--- src/rtl/lighting_pkg.sv ---
// Shared definitions for the smart lighting controller front end.
//   filt_state_t    : state of a stable (debounce / glitch) filter
//   DEF_*           : default filter thresholds, in clock cycles
//   max2()          : helper used to size filter counters
package lighting_pkg;

    typedef enum logic {
        STABLE  = 1'b0,
        PENDING = 1'b1
    } filt_state_t;

    localparam int DEF_DEBOUNCE_CYCLES = 500;
    localparam int DEF_PIR_ON_CYCLES   = 3;
    localparam int DEF_PIR_OFF_CYCLES  = 3;

    function automatic int max2(input int a, input int b);
        return (a > b) ? a : b;
    endfunction

endpackage

--- src/rtl/stable_filter.sv ---
// Stable filter: the output level follows sync_in only after sync_in has
// disagreed with the current level for a full threshold of consecutive
// cycles. Shorter disagreements are dropped without any output effect.
//   clk     : system clock
//   rst     : asynchronous active-low reset
//   sync_in : already-synchronized input
//   level   : filtered level (registered)
//   rise    : one-cycle pulse in the first cycle level reads 1
//   fall    : one-cycle pulse in the first cycle level reads 0
module stable_filter
    import lighting_pkg::*;
#(
    parameter int ON_CYCLES  = DEF_PIR_ON_CYCLES,   // threshold while level=0
    parameter int OFF_CYCLES = DEF_PIR_OFF_CYCLES   // threshold while level=1
) (
    input  logic clk,
    input  logic rst,
    input  logic sync_in,
    output logic level,
    output logic rise,
    output logic fall
);

    localparam int CNT_W = $clog2(max2(ON_CYCLES, OFF_CYCLES) + 1);
    localparam logic [CNT_W-1:0] ON_T  = CNT_W'(ON_CYCLES);
    localparam logic [CNT_W-1:0] OFF_T = CNT_W'(OFF_CYCLES);

    filt_state_t      state, state_d;
    logic [CNT_W-1:0] cnt, cnt_d, cnt_inc, thr;
    logic             level_d, rise_d, fall_d, flip;

    // Threshold depends on which direction we are trying to move.
    assign thr     = level ? OFF_T : ON_T;
    // cnt stays below thr, so the increment cannot overflow CNT_W.
    assign cnt_inc = cnt + CNT_W'(1);
    assign flip    = (cnt_inc == thr);

    always_comb begin
        state_d = state;
        cnt_d   = cnt;
        level_d = level;
        rise_d  = 1'b0;
        fall_d  = 1'b0;
        case (state)
            STABLE: begin
                if (sync_in != level) begin
                    // A threshold of 1 resolves on the very first mismatch.
                    if (flip) begin
                        level_d = ~level;
                        rise_d  = ~level;
                        fall_d  = level;
                        cnt_d   = '0;
                    end else begin
                        state_d = PENDING;
                        cnt_d   = cnt_inc;
                    end
                end
            end
            PENDING: begin
                if (sync_in == level) begin
                    state_d = STABLE;
                    cnt_d   = '0;
                end else if (flip) begin
                    state_d = STABLE;
                    cnt_d   = '0;
                    level_d = ~level;
                    rise_d  = ~level;
                    fall_d  = level;
                end else begin
                    cnt_d   = cnt_inc;
                end
            end
            default: begin
                state_d = STABLE;
                cnt_d   = '0;
            end
        endcase
    end

    always_ff @(posedge clk or negedge rst) begin
        if (!rst) begin
            state <= STABLE;
            cnt   <= '0;
            level <= 1'b0;
            rise  <= 1'b0;
            fall  <= 1'b0;
        end else begin
            state <= state_d;
            cnt   <= cnt_d;
            level <= level_d;
            rise  <= rise_d;
            fall  <= fall_d;
        end
    end

endmodule

--- src/rtl/input_conditioner.sv ---
// Input conditioner for the lighting controller: synchronizes the raw push
// button and PIR sensor, debounces the button and glitch-filters the PIR.
//   clk           : system clock
//   rst           : asynchronous active-low reset
//   push_button   : raw, bouncy button (asynchronous)
//   infravermelho : raw PIR sensor (asynchronous)
//   btn_level     : debounced button level
//   btn_press     : one-cycle pulse on debounced rising edge
//   btn_release   : one-cycle pulse on debounced falling edge
//   motion        : filtered motion level
//   motion_rise   : one-cycle pulse when motion goes 0->1
module input_conditioner
    import lighting_pkg::*;
#(
    parameter int DEBOUNCE_CYCLES = DEF_DEBOUNCE_CYCLES,
    parameter int PIR_ON_CYCLES   = DEF_PIR_ON_CYCLES,
    parameter int PIR_OFF_CYCLES  = DEF_PIR_OFF_CYCLES
) (
    input  logic clk,
    input  logic rst,
    input  logic push_button,
    input  logic infravermelho,
    output logic btn_level,
    output logic btn_press,
    output logic btn_release,
    output logic motion,
    output logic motion_rise
);

    localparam int NUM_CH = 2;
    localparam int CH_BTN = 0;
    localparam int CH_PIR = 1;

    logic [NUM_CH-1:0] raw, meta, sync;
    logic              pir_fall_unused;

    assign raw[CH_BTN] = push_button;
    assign raw[CH_PIR] = infravermelho;

    // Two-flop synchronizer per channel; meta may go metastable, sync is clean.
    always_ff @(posedge clk or negedge rst) begin
        if (!rst) begin
            meta <= '0;
            sync <= '0;
        end else begin
            meta <= raw;
            sync <= meta;
        end
    end

    stable_filter #(
        .ON_CYCLES  (DEBOUNCE_CYCLES),
        .OFF_CYCLES (DEBOUNCE_CYCLES)
    ) u_btn_filt (
        .clk     (clk),
        .rst     (rst),
        .sync_in (sync[CH_BTN]),
        .level   (btn_level),
        .rise    (btn_press),
        .fall    (btn_release)
    );

    // The controller has no use for the motion falling edge.
    stable_filter #(
        .ON_CYCLES  (PIR_ON_CYCLES),
        .OFF_CYCLES (PIR_OFF_CYCLES)
    ) u_pir_filt (
        .clk     (clk),
        .rst     (rst),
        .sync_in (sync[CH_PIR]),
        .level   (motion),
        .rise    (motion_rise),
        .fall    (pir_fall_unused)
    );

endmodule

--- config.mk ---
export PLATFORM = sky130hd
export DESIGN_NAME = input_conditioner
export DESIGN_NICKNAME = d
export VERILOG_FILES = /design/src/rtl/lighting_pkg.sv /design/src/rtl/stable_filter.sv /design/src/rtl/input_conditioner.sv
export SDC_FILE = /design/constraint.sdc
export NUM_CORES = 1
export LEC_CHECK = 0
export CAP_MARGIN = 10
export CORE_MARGIN = 2
export CORE_UTILIZATION = 49
export CTS_CLUSTER_DIAMETER = 60
export CTS_CLUSTER_SIZE = 16
export DETAILED_ROUTE_END_ITERATION = 10
export PLACE_DENSITY = 0.76
export RECOVER_POWER = 100
export SLEW_MARGIN = 0
export SYNTH_ARGS = -nofsm -noshare
export SYNTH_HDL_FRONTEND = slang
export SYNTH_HIERARCHICAL = 1
export SYNTH_SLANG_ARGS = --single-unit
--- constraint.sdc ---
create_clock -name clk -period 1.48 [get_ports clk]
set_input_delay 0.148 -clock clk [delete_from_list [all_inputs] [get_ports clk]]
set_output_delay 0.148 -clock clk [all_outputs]
set_load 0.02 [all_outputs]
After elaboration in Yosys (flattened, before gate mapping)
Cells that the tools add are included.

Register bits: 22. Input port bits: 4. Output and inout bits: 5. Word-level logic and storage cells: 65.

Add/sub/neg operators: 2. Equality and inequality tests: 10. Muxes and demuxes: 36. Bitwise gates (word level): 4. Reduce and logical (&&, ||, !) cells: 2.

Operator list (count): 9-bit 2-to-1 mux (3); 1-bit 2-to-1 mux (21); 9-bit case mux with 2 select lines (1); 1-bit case mux with 2 select lines (7); 9-bit by 1-bit adder with 9-bit output, second input constant (1); 9-bit == test, second input constant (1); 2-bit 2-to-1 mux (3); 2-bit by 1-bit inequality test with 1-bit output, second input constant (2); 2-bit inequality test, second input constant (2); 1-bit inverter (4); 2-bit case mux with 2 select lines (1); 2-bit AND reduction (2); 2-bit by 1-bit adder with 2-bit output, second input constant (1); 1-bit == test (2); 2-bit == test, second input constant (1); 1-bit inequality test (2).

Longest topological paths before layout
Gate-level depths: netlist of the first run.

Depth after elaboration: 5. Mapped depth: 6. Depth with buffers taken out: 5.

Modules after synthesis
The synthesis of the first run kept the hierarchy.

By module, submodules not included: stable_filter at u_btn_filt (instances 1, cells an instance 60, area an instance 663.1 µm², seq. area each 325.3 µm²); stable_filter at u_pir_filt (instances 1, cells an instance 18, area an instance 255.2 µm², seq. area each 150.1 µm²); input_conditioner (instances 1, cells an instance 4, area an instance 100.1 µm², seq. area each 100.1 µm²).

Worst setup path before layout of the first run
OpenSTA, ideal clock, no wires.

Kind: flip-flop to flip-flop. Start: register u_btn_filt.cnt[0]. End: register u_btn_filt.cnt[0]. Setup time: 0.125 ns. Arrival time: 1.320 ns. Data required time: 1.355 ns. Path slack: 0.035 ns. Stages on the path, launching flop included: 6. Path buffers: 1. Period minus slack after synthesis: 1.445 ns. Cell sequence: dfrtp_1 -> ha_1 -> and4bb_4 -> a31oi_4 -> buf_6 -> mux2_2.

Longest elaborated chain between the ends: 5. Elaborated cells between the ends (all ways): 6. Classes of those cells: 1 x add/sub; 1 x eq/ne; 4 x mux.

RTL lines: from (decl) (line stable_filter.sv:29) `logic [CNT_W-1:0] cnt, cnt_d, cnt_inc, thr;`; from (signal assigned) (line stable_filter.sv:89) `cnt <= cnt_d;`; 9-bit by 1-bit adder with 9-bit output * (line stable_filter.sv:35) `assign cnt_inc = cnt + CNT_W'(1);`; 9-bit == test (line stable_filter.sv:36) `assign flip = (cnt_inc == thr);`; 9-bit 2-to-1 mux * (line stable_filter.sv:48, stable_filter.sv:63); 9-bit 2-to-1 mux, on equally long branches (line stable_filter.sv:60, stable_filter.sv:46); 9-bit case mux with 2 select lines * (line stable_filter.sv:44) `case (state)`.

Mark *: on every way between the ends. The rest lies on a longest branch, timed or not. The select of a mux whose other input is x is not followed. A chain may end at the register's enable or synchronous reset.

Worst setup path after layout of the first run
Start: register u_btn_filt.cnt[0]. End: register u_btn_filt.cnt[4].

The elaborated chain is that of the path after synthesis.

==> results of run 1 <==
-- critical path: cells and delay by family (launching register included) --
family,cells,cell delay (ns)
AO/OA/AOI/OAI,3,0.49
adder cells (fa/ha/maj),1,0.19
buffers and inverters,1,0.15
flip-flops,1,0.39
AND/OR/NAND/NOR,1,0.26
-- registers in the layout, summed over array words and instances (netlist names) --
| register | count |
|---|---|
| u_btn_filt/cnt | 9 |
| meta | 2 |
| sync | 2 |
| u_pir_filt/cnt | 2 |
| u_btn_filt/fall | 1 |
| u_btn_filt/level | 1 |
| u_btn_filt/rise | 1 |
| u_btn_filt/state | 1 |
| u_pir_filt/level | 1 |
| u_pir_filt/rise | 1 |
| u_pir_filt/state | 1 |
-- worst max-delay path by stage --
stage | end | startpoint | cells after the start
global placement | u_btn_filt/cnt[6]$_DFFE_PN0N_ | u_btn_filt/cnt[0]$_DFFE_PN0N_ | 5
finish | u_btn_filt/cnt[4]$_DFFE_PN0N_ | u_btn_filt/cnt[0]$_DFFE_PN0N_ | 6
floorplan | u_btn_filt/cnt[0]$_DFFE_PN0N_ | u_btn_filt/cnt[0]$_DFFE_PN0N_ | 5
CTS | u_btn_filt/cnt[0]$_DFFE_PN0N_ | u_btn_filt/cnt[0]$_DFFE_PN0N_ | 6
detailed placement | u_btn_filt/cnt[6]$_DFFE_PN0N_ | u_btn_filt/cnt[0]$_DFFE_PN0N_ | 5
global route | u_btn_filt/cnt[4]$_DFFE_PN0N_ | u_btn_filt/cnt[0]$_DFFE_PN0N_ | 6
-- through the flow --
| stage | hold WS, ns | instance area (um2) | total power (W) | std cells | worst slack (ns) |
|---|---|---|---|---|---|
| final | 0.320 | 1290 | 0.00156 | 135 | -0.0929 |
| after global routing | 0.365 | 1290 | 0.00164 | 135 | -0.129 |
| after CTS | 0.175 | 1270 | 0.00157 | 135 | -0.0964 |
| after detailed placement | 0.337 | 1190 | 0.00110 | 128 | -0.0724 |
| after global placement | 0.336 | 1190 | 0.00108 | 128 | 0.0144 |
| after floorplan | -0.148 | 985 | 0.000960 | 80 | 0.0349 |
-- per-layer routing --
metal,part of all wire [%],wire length (um),up-vias,track usage (%)
met5,0,0,-,0
met4,2.7,55,0,10.0
met3,3.5,71,4,3.07
met2,49,991,16,32.2
met1,44,886,360,24.6
li1,-,-,347,-
-- area by class of cell --
| class | instances | area, um2 | share of cell area (%) |
|---|---|---|---|
| multi-input cells | 57 | 440 | 34.0 |
| clock inverters | 1 | 30.0 | 2.32 |
| repair buffers | 25 | 218 | 16.8 |
| flip-flops and latches | 22 | 551 | 42.5 |
| well taps | 27 | 33.8 | 2.61 |
| clock buffers | 3 | 22.5 | 1.74 |
-- where the power goes --
part	internal [W]	switching, W	total, W	leakage (nW)
Sequential	0.000684	0.0000606	0.000745	0.285
Clock	0.000274	0.000197	0.000471	0.0279
Combinational	0.000188	0.000160	0.000348	0.280
-- timing repair --
item | 4_1_cts | 5_1_grt
gates cloned | 0 | 0
buffers inserted | 3 | 0
hold buffers | 0 | 0
endpoints found under the setup margin | 13 | 12
hold endpoints to repair | 0 | 0
resized for setup | 4 | 10
pin swaps | 1 | 5
==> results.py, run 1 <==
metrics = {
    "pwr": {
        "ir_drop_uv": 1050,
        "p_per_area_nw_per_um2": 1210,
        "p_leak_nw": 0.593,
    },
    "worst_setup_path": {
        "cp_data_arrival_time_ns": 1.79,
        "start_kind": "flop",
        "timing.rr.end": "u_btn_filt/cnt[4]$_DFFE_PN0N_",
        "path_max_fanout": 7,
        "critical_path_class": "reg -> reg",
        "crit_chain": "ha_2 > and4bb_4 > a31oi_4 > buf_6 > a21o_2 > a22o_2",
        "worstReg2RegStart": "u_btn_filt/cnt[0]$_DFFE_PN0N_",
        "reg2regPathDepth": 6,
        "r2r_slack_ns": -0.09,
        "critPathRequiredTime_ns": 1.70,
        "crit_slowest_cell": "dfrtp_1",
        "critical-path-max-stage-delay_ns": 0.39,
        "critPathCaptureType": "flop",
    },
    "floorplan": {
        "core_area_um2": 1920,
        "num_io_pins": 9,
        "die_y_um": 48.8,
        "start_util_pct": 51.2,
        "num_rows": 16,
        "design.die.area_um2": 2380,
        "die_w_um": 48.8,
    },
    "route": {
        "vias_per_cell": 5.39,
        "route.detailed.drc": 0,
        "via_count": 727,
        "routed_wl_um": 2000,
        "avgRoutedWirePerCell_um": 14.8,
        "ant_nets": 0,
        "drt_iter0_markers": 5,
        "drtPass1Iterations": 4,
    },
    "place": {
        "hpwl_um": 1350,
        "place_congestion": 0.812,
        "port_buffers": 8,
    },
    "logic_synthesis": {
        "syn_inst": 80,
        "syn_area_per_cell_um2": 12.3,
        "yosysWarnings": 6,
        "synth_nets": 85,
        "syn_area_um2": 985,
    },
    "timing": {
        "hold_violations": 0,
        "tightestPinTransition_ns": 0.531,
        "clock.fmax_mhz": 636,
        "fin_crit_ns": 1.57,
        "fin_crit_sh_pct": 106,
        "rsz0062_at_grt": "yes",
        "clock_skew_ns": 0.00236,
        "finalSetupViolCount": 5,
        "slew_headroom_pct": 64.6,
        "setup_tns_ns": -0.273,
        "finalMaxSlewViolations": 0,
        "fin_ws_ns": -0.0929,
    },
    "final_layout": {
        "drive_gt1_share_pct": 35.2,
        "mostFrequentLayoutCell": "dfrtp_1",
        "layout_common_cells": "22 x dfrtp_1, 12 x buf_4, 6 x nand2_1",
        "fin_nets": 114,
        "post-route-util_pct": 67.4,
        "n_fill_cell": 159,
        "area_growth_pct": 31.5,
        "antennaDiodeCount": 0,
    },
    "outcome": {
        "violations": "setup timing",
        "status": "finished with violations",
    },
    "clock_network": {
        "cts_buffers": 3,
        "cts_root_buffer": "clkbuf_4",
        "clk_pin_slew_worst_paths_ns": 0.13,
        "cts_max_level": 1,
        "clk_latency_ns": 0.32,
        "cts_sinks": 22,
        "clk_path_buf_depth": 2,
        "cts_tree": "done",
    },
    "grt": {
        "grt_overflow": 0,
        "grt_pass1_vias": 759,
        "grt_use_total_pct": 19.4,
        "grt_max_degree": 23,
        "grt_pass1_wl_um": 3420,
        "antenna_found_initial": 0,
    },
    "run": {
        "drv_cap": 0,
    },
    "hold_path": {
        "hp-class": "in -> async",
    },
}
Note: power is estimated with default switching activity, not from simulation.
==> run 2, diff against run 1 <==
--- a/config.mk
+++ b/config.mk
@@ -8,10 +8,11 @@
 export CAP_MARGIN = 10
 export CORE_MARGIN = 2
 export CORE_UTILIZATION = 49
+export CTS_BUF_LIST = sky130_fd_sc_hd__clkbuf_16
 export CTS_CLUSTER_DIAMETER = 60
 export CTS_CLUSTER_SIZE = 16
 export DETAILED_ROUTE_END_ITERATION = 10
-export PLACE_DENSITY = 0.76
+export PLACE_DENSITY_LB_ADDON = 0.08
 export RECOVER_POWER = 100
 export SLEW_MARGIN = 0
 export SYNTH_ARGS = -nofsm -noshare
==> run 2 against run 1 <==
Effect of this change:
- fmax grew 5.4%
- global-route usage grew 0.51 points
- die area is the same
- utilization grew 3.8 points
- setup slack gained 0.080 ns
- the flow still finishes with violations (setup timing)
- wire length grew 5.1%
- clock-buffer cell count is the same
- critical endpoint unchanged
- worst hold slack gained 0.043 ns
- register-to-register slack gained 0.08 ns
==> results.py, run 2 (synthesized netlist as in run 1, its figures left out) <==
metrics = {
    "worst_setup_path": {
        "critical_path_class": "reg -> reg",
        "r2r_slack_ns": -0.01,
        "critPathRequiredTime_ns": 1.62,
        "critPathCaptureType": "flop",
        "start_kind": "flop",
        "critical-path-max-stage-delay_ns": 0.35,
        "path_max_fanout": 4,
        "cp_data_arrival_time_ns": 1.64,
        "crit_chain": "ha_2 > and4bb_4 > a31oi_4 > a21o_2 > a22o_2",
        "crit_slowest_cell": "dfrtp_1",
    },
    "timing": {
        "hold_violations": 0,
        "fin_ws_ns": -0.0125,
        "fin_crit_ns": 1.49,
        "fin_crit_sh_pct": 101,
        "finalSetupViolCount": 3,
        "clock_skew_ns": 0.00388,
        "slew_headroom_pct": 65.1,
        "tightestPinTransition_ns": 0.523,
        "rsz0062_at_grt": "yes",
        "clock.fmax_mhz": 670,
        "finalMaxSlewViolations": 0,
    },
    "grt": {
        "grt_pass1_wl_um": 3500,
        "antenna_found_initial": 0,
        "grt_overflow": 0,
        "grt_use_total_pct": 19.9,
        "grt_max_degree": 23,
        "grt_pass1_vias": 731,
    },
    "final_layout": {
        "largest_reg_flops": 9,
        "layout_common_cells": "22 x dfrtp_1, 13 x buf_4, 5 x nand2_1",
        "drive_gt1_share_pct": 37.0,
        "area_growth_pct": 38.9,
        "antennaDiodeCount": 0,
        "final_cells": 135,
        "mostFrequentLayoutCell": "dfrtp_1",
        "fin_nets": 114,
        "final_area_um2": 1370,
        "top_register": "u_btn_filt/cnt",
    },
    "floorplan": {
        "die_y_um": 48.8,
        "num_io_pins": 9,
        "core_area_um2": 1920,
        "num_rows": 16,
        "design.die.area_um2": 2380,
        "die_w_um": 48.8,
        "start_util_pct": 51.2,
    },
    "pwr": {
        "p_per_area_nw_per_um2": 1330,
        "design_power_total_w": 0.00182,
        "p_leak_nw": 0.615,
        "ir_drop_uv": 804,
    },
    "clock_network": {
        "cts_buffers": 3,
        "clk_path_buf_depth": 2,
        "hold_buffers": 0,
        "cts_root_buffer": "clkbuf_16",
        "cts_tree": "done",
        "cts_sinks": 22,
        "clk_latency_ns": 0.26,
        "clk_pin_slew_worst_paths_ns": 0.06,
        "cts_max_level": 1,
    },
    "run": {
        "drv_cap": 0,
    },
    "hold_path": {
        "hp-class": "reg -> reg",
    },
    "route": {
        "avgRoutedWirePerCell_um": 15.6,
        "vias_per_cell": 5.47,
        "via_count": 738,
        "ant_nets": 0,
        "drtPass1Iterations": 4,
        "route.detailed.drc": 0,
        "drt_iter0_markers": 18,
        "routed_wl_um": 2110,
    },
    "place": {
        "place_area_um2": 1190,
        "post-place-ws_ns": -0.0612,
        "hpwl_um": 1160,
        "port_buffers": 8,
        "place_congestion": 0.819,
        "dp_cells": 128,
    },
    "outcome": {
        "status": "finished with violations",
        "violations": "setup timing",
    },
}
[run 2: changes by cell type in the layout (fill, tap and decap cells not counted), moves of 2 or more]
| cell | change |
|---|---|
| buf_6 | -2 |
| clkbuf_16 | +3 |
| clkbuf_4 | -3 |
| o21ai_1 | -2 |
[run 2: metrics by stage]
step	hold slack (ns)	setup TNS, ns	utilization [%]
final	0.363	-0.0261	71.2
after global routing	0.369	-0.686	71.2
after CTS	0.254	-0.0242	70.5
after detailed placement	0.336	-0.121	62.0
after global placement	0.333	0	62.0
after floorplan	-0.148	0	-
[run 2: metal layers]
metal | up-vias | wire [um] | global-route usage (%)
met1 | 371 | 964 | 26.4
met5 | - | 0 | 0
met4 | 0 | 34 | 10.0
met2 | 10 | 1050 | 30.4
met3 | 5 | 57 | 5.21
li1 | 352 | - | -
[run 2: cell type report]
cell class	count	area [um2]
Timing Repair Buffer	24	198
Clock inverter	1	30.0
Sequential cell	22	551
Clock buffer	3	75.1
Tap cell	27	33.8
Fill cell	147	554
Multi-Input combinational cell	58	480
[run 2: power breakdown]
group | internal (W) | switching, W | total [W]
clock | 0.000537 | 0.000214 | 0.000751
combinational | 0.000173 | 0.000156 | 0.000329
sequential | 0.000686 | 0.0000590 | 0.000745
total | 0.00140 | 0.000429 | 0.00182
[run 2: what timing repair did]
item                                    CTS  global route
endpoints found under the setup margin    9            13
setup buffers                             2             0
pin swaps                                 1             5
resized for setup                         7             9
cloned                                    1             0
[run 2: final timing paths]
path,from,end,depth (start not counted)
max in group asynchronous,rst,u_btn_filt/cnt[6]$_DFFE_PN0N_,2
worst min-delay path,meta[0]$_DFF_PN0_,sync[0]$_DFF_PN0_,0
min in group asynchronous,rst,u_btn_filt/cnt[5]$_DFFE_PN0N_,2
worst max-delay path,u_btn_filt/cnt[0]$_DFFE_PN0N_,u_btn_filt/cnt[4]$_DFFE_PN0N_,5
worst min register to register,meta[0]$_DFF_PN0_,sync[0]$_DFF_PN0_,0
worst max register to register,u_btn_filt/cnt[0]$_DFFE_PN0N_,u_btn_filt/cnt[4]$_DFFE_PN0N_,5
[run 2: critical path: cells and delay by family, from the launching register on]
| kind | cells | cell delay (ns) |
|---|---|---|
| AO/OA/AOI/OAI | 3 | 0.56 |
| flip-flops | 1 | 0.35 |
| AND/OR/NAND/NOR | 1 | 0.29 |
| adder cells (fa/ha/maj) | 1 | 0.18 |
==> run 3, diff against run 2 <==
--- a/config.mk
+++ b/config.mk
@@ -12,6 +12,8 @@
 export CTS_CLUSTER_DIAMETER = 60
 export CTS_CLUSTER_SIZE = 16
 export DETAILED_ROUTE_END_ITERATION = 10
+export GPL_ROUTABILITY_DRIVEN = 0
+export HOLD_SLACK_MARGIN = 0.06
 export PLACE_DENSITY_LB_ADDON = 0.08
 export RECOVER_POWER = 100
 export SLEW_MARGIN = 0
==> results of run 3 <==
The final DEF is identical to that of run 2; final timing and power are the same.
==> RTL change 1 (settings of run 2) <==
The package constant `DEF_PIR_OFF_CYCLES` goes from 3 to 2.
--- a/src/rtl/lighting_pkg.sv
+++ b/src/rtl/lighting_pkg.sv
@@ -13,3 +13,3 @@
     localparam int DEF_PIR_ON_CYCLES   = 3;
-    localparam int DEF_PIR_OFF_CYCLES  = 3;
+    localparam int DEF_PIR_OFF_CYCLES  = 2;
 
Formal check against the unedited RTL: not equivalent (Yosys sat finds a counterexample within 10 cycles, from zero or initial values and one cycle with rst low).
==> RTL change 1 against run 2 <==
  * The run still ends with setup timing left
  * Setup slack got worse by 0.043 ns
  * Wire length decreased by 10%
  * Sequential share of layout area increased by 0.11 points
  * Design area decreased by 0.27%
  * Via count increased by 5.8%
  * Area after synthesis increased by 2.3%
  * Sequential cell count unchanged
  * Power increased by 2.7%
  * Critical path type unchanged
  * Critical endpoint unchanged
  * Largest cell class unchanged
==> RTL change 1: results (changes against run 2) <==
grt_pass1_vias: 795  # +8.8%
grt_use_total_pct: 17.8  # -2.1 points
via_count: 781  # +5.8%
htreeDepth: 1  # unchanged
leakage_nw: 0.630  # +2.5%
drt-initial-drc-count: 13  # -5
synthesis.nets: 94  # +11%
grt_pass1_wl_um: 3330  # -4.7%
hpwl_um: 1270  # +8.9%
ir_drop_mv: 1.06  # +32%
post_drt_wl_per_cell_um: 13.0  # -16%
cts_setup_buffers: 4  # +2
grt_overflow: 0  # unchanged
met2_usage_pct: 28.6  # -1.8 points
p_switching_w: 0.000456  # +6.4%
nFillCells: 151  # +2.7%
antenna_found_initial: 0  # unchanged
violations: "setup timing"
place_area_mm2: 0.00121  # +1.9%
p_comb_w: 0.000368  # +12%
setup_viol: 2  # -1
skew_ns: 0.00159  # -0.00229 ns
drive_above_1_share_pct: 31.4  # -5.7 points
dp_cells: 137  # +7.0%
place.gp.congestion: 0.829  # +1.3%
cp_data_arrival_time_ns: 1.68  # +0.04 ns
fin_setup_tns_ns: -0.0563  # -0.0302 ns
cts_resized: 5  # -2
setup_ws_ns: -0.0553  # -0.0427 ns
grt_use_met3_pct: 4.60  # -0.61 points
status: "complete, but fails checks"
preCtsSetupSlack_ns: -0.0362  # +0.0250 ns
worst_slew_pin_slew_ns: 0.525  # +0.00165 ns
nNetsFinal: 124  # +8.8%
drt-total-wl_um: 1890  # -10%
syn_inst: 89  # +11%
clockPowerShare_pct: 39.7  # -1.4 points
grt_max_degree: 23  # unchanged
cp_max_fo: 7  # +3
combPwrFrac_pct: 19.6  # +1.6 points
RTL change 1: per-layer routing:
metal	part of all wire, %	vias to the layer above
met1	50	375
met5	0	-
li1	-	389
met2	47	15
met4	0.53	0
met3	2.1	2
RTL change 1: cell type report:
cell class	count	area [um^2]	area share [%]
Clock inverter	1	30.0	2.20
Multi-Input combinational cell	64	453	33.2
Timing Repair Buffer	26	214	15.7
Clock buffer	3	75.1	5.50
Inverter	2	7.51	0.550
Sequential cell	22	551	40.4
Tap cell	27	33.8	2.48
RTL change 1: final timing paths:
kind	startpoint	end	slack, ns	depth (start not counted)
hold reg to reg	meta[1]	sync[1]	0.36	0
hold / removal	meta[1]	sync[1]	0.36	0
setup reg to reg	u_btn_filt/cnt[0]	u_btn_filt/cnt[4]	-0.06	6
min in group asynchronous	rst	u_pir_filt/cnt[1]	0.40	2
max in group asynchronous	rst	u_btn_filt/cnt[7]	0.73	2
setup / recovery	u_btn_filt/cnt[0]	u_btn_filt/cnt[4]	-0.06	6
==> RTL change 2 (flow settings as in run 2) <==
Made on the original files. Register the output `btn_release`, cleared by the reset; this adds one clock of latency there. The other outputs are not delayed to match. Comments in the files are not updated.
--- a/src/rtl/input_conditioner.sv
+++ b/src/rtl/input_conditioner.sv
@@ -33,2 +33,4 @@
 
+    logic btn_release_d;
+
     logic [NUM_CH-1:0] raw, meta, sync;
@@ -59,3 +61,3 @@
         .rise    (btn_press),
-        .fall    (btn_release)
+        .fall    (btn_release_d)
     );
@@ -75,2 +77,10 @@
 
+    always_ff @(posedge clk or negedge rst) begin
+        if (!rst) begin
+            btn_release <= '0;
+        end else begin
+            btn_release <= btn_release_d;
+        end
+    end
+
 endmodule
Behaviour: same outputs for any inputs over 10 cycles, from zero or initial values and one cycle with rst low; that may be too few to reach the edited logic, so the function may still have changed.
==> RTL change 2 against run 2 <==
  * The flow still finishes with violations (setup timing)
  * Largest cell class unchanged
  * Setup slack gained 0.0048 ns
  * Wire length is 13% lower
  * Power decreased by 7.2%
  * Synthesized cell count is 1.3% higher
  * Area after synthesis is 2.5% higher
  * Critical endpoint unchanged
  * Design area barely moved
  * Sequential cell count up 1
==> RTL change 2: results (changes against run 2) <==
status: "complete, but fails checks"
violations: "setup timing"
place.gp.congestion: 0.848  # +3.6%
worst_slew_pin_slew_ns: 0.548  # +0.0242 ns
grt_pass1_wl_um: 3200  # -8.5%
drive_above_1_share_pct: 35.8  # -1.3 points
syn_inst: 81  # +1.3%
cts_root_buf: "clkbuf_16"
via_count: 759  # +2.8%
numCtsBuffers: 3  # unchanged
crit_type: "flop to flop"
r2r_start: "u_btn_filt/cnt[1]"
cp_data_arrival_time_ns: 1.63
portBuffers: 8  # unchanged
antenna_found_initial: 0  # unchanged
synth-warning-count: 6  # unchanged
setup_viol: 2  # -1
cp_max_fo: 6  # +2
grt_max_degree: 24  # +4.3%
hpwl_um: 1240  # +6.8%
holdCritStartpoint: "u_btn_filt/fall"
synthesis.nets: 86  # +1.2%
clock_latency_ns: 0.26  # about the same
largest_register_ffs: 9  # unchanged
clk_pin_slew_worst_paths_ns: 0.06  # about the same
regMostFlops: "u_btn_filt/cnt"
leakage_nw: 0.603  # -2.0%
grt_use_total_pct: 17.7  # -2.2 points
skew_ns: 0.00248  # -0.00140 ns
htreeDepth: 1  # unchanged
grt_pass1_vias: 741  # +1.4%
nNetsFinal: 115  # +0.88%
final_cells: 136  # +0.74%
dp_cells: 129  # +0.78%
antenna_cells: 0  # unchanged
hold_class: "flop to flop"
clockBufferDepth: 2  # unchanged
ir_drop_mv: 1.15  # +43%
drt_first_pass_iters: 4  # unchanged
setup_ws_ns: -0.00769  # +0.00484 ns
drt-total-wl_um: 1840  # -13%
drt-initial-drc-count: 25  # +7
==> RTL change 2: through the flow <==
stage | area [um^2] | TNS (ns) | setup slack (ns) | util [%]
2_1_floorplan | 1010 | 0 | 0.0349 | -
3_3_place_gp | 1220 | 0 | 0.00329 | 62.1
3_5_place_dp | 1220 | -0.0985 | -0.0291 | 62.1
4_1_cts | 1330 | 0 | 0.00303 | 67.7
5_1_grt | 1370 | -0.489 | -0.0765 | 69.8
6_report | 1370 | -0.0115 | -0.00769 | 69.8
==> RTL change 2: per-layer routing <==
layer,track usage (%),up-vias,wire length [um]
met5,0,-,0
met4,11.1,0,32
met3,3.99,4,72
met2,28.2,20,911
met1,21.7,378,823
li1,-,357,-
==> RTL change 2: worst max-delay path, stage by stage (launching register included) <==
cell,delay (ns)
dfrtp_1,0.36
ha_2,0.18
and4bb_4,0.29
a31oi_4,0.13
a21o_2,0.22
a22o_2,0.20
==> RTL change 2: timing repair <==
item / CTS / global route
setup endpoints to repair: 8 / 13
gates resized for setup: 5 / 9
hold endpoints to repair: 0 / 0
cloned: 1 / 0
pin swaps: 0 / 3
setup buffers: 0 / 2
==> RTL change 2: worst paths after layout <==
kind / cells after the start / slack (ns) / end
min: 0 / 0.35 / btn_release
max: 5 / -0.008 / u_btn_filt/cnt[4]
min reg2reg: 0 / 0.35 / btn_release
max reg2reg: 5 / -0.008 / u_btn_filt/cnt[4]
min in group asynchronous: 2 / 0.41 / u_pir_filt/cnt[0]
max in group asynchronous: 2 / 0.71 / u_btn_filt/cnt[4]
==> RTL change 2: final cells by class <==
cell class              count  area (um^2)
well taps                  27         33.8
flip-flops and latches     23          576
fillers                   164          593
multi-input cells          58          475
clock inverters             1         7.51
clock buffers               3         75.1
repair buffers             24          201
==> RTL change 2: where the power goes <==
part	internal, W	switching, W	leakage, nW
clock network	0.000366	0.000227	0.0371
logic	0.000176	0.000150	0.266
registers	0.000713	0.0000610	0.299
total	0.00126	0.000438	0.603
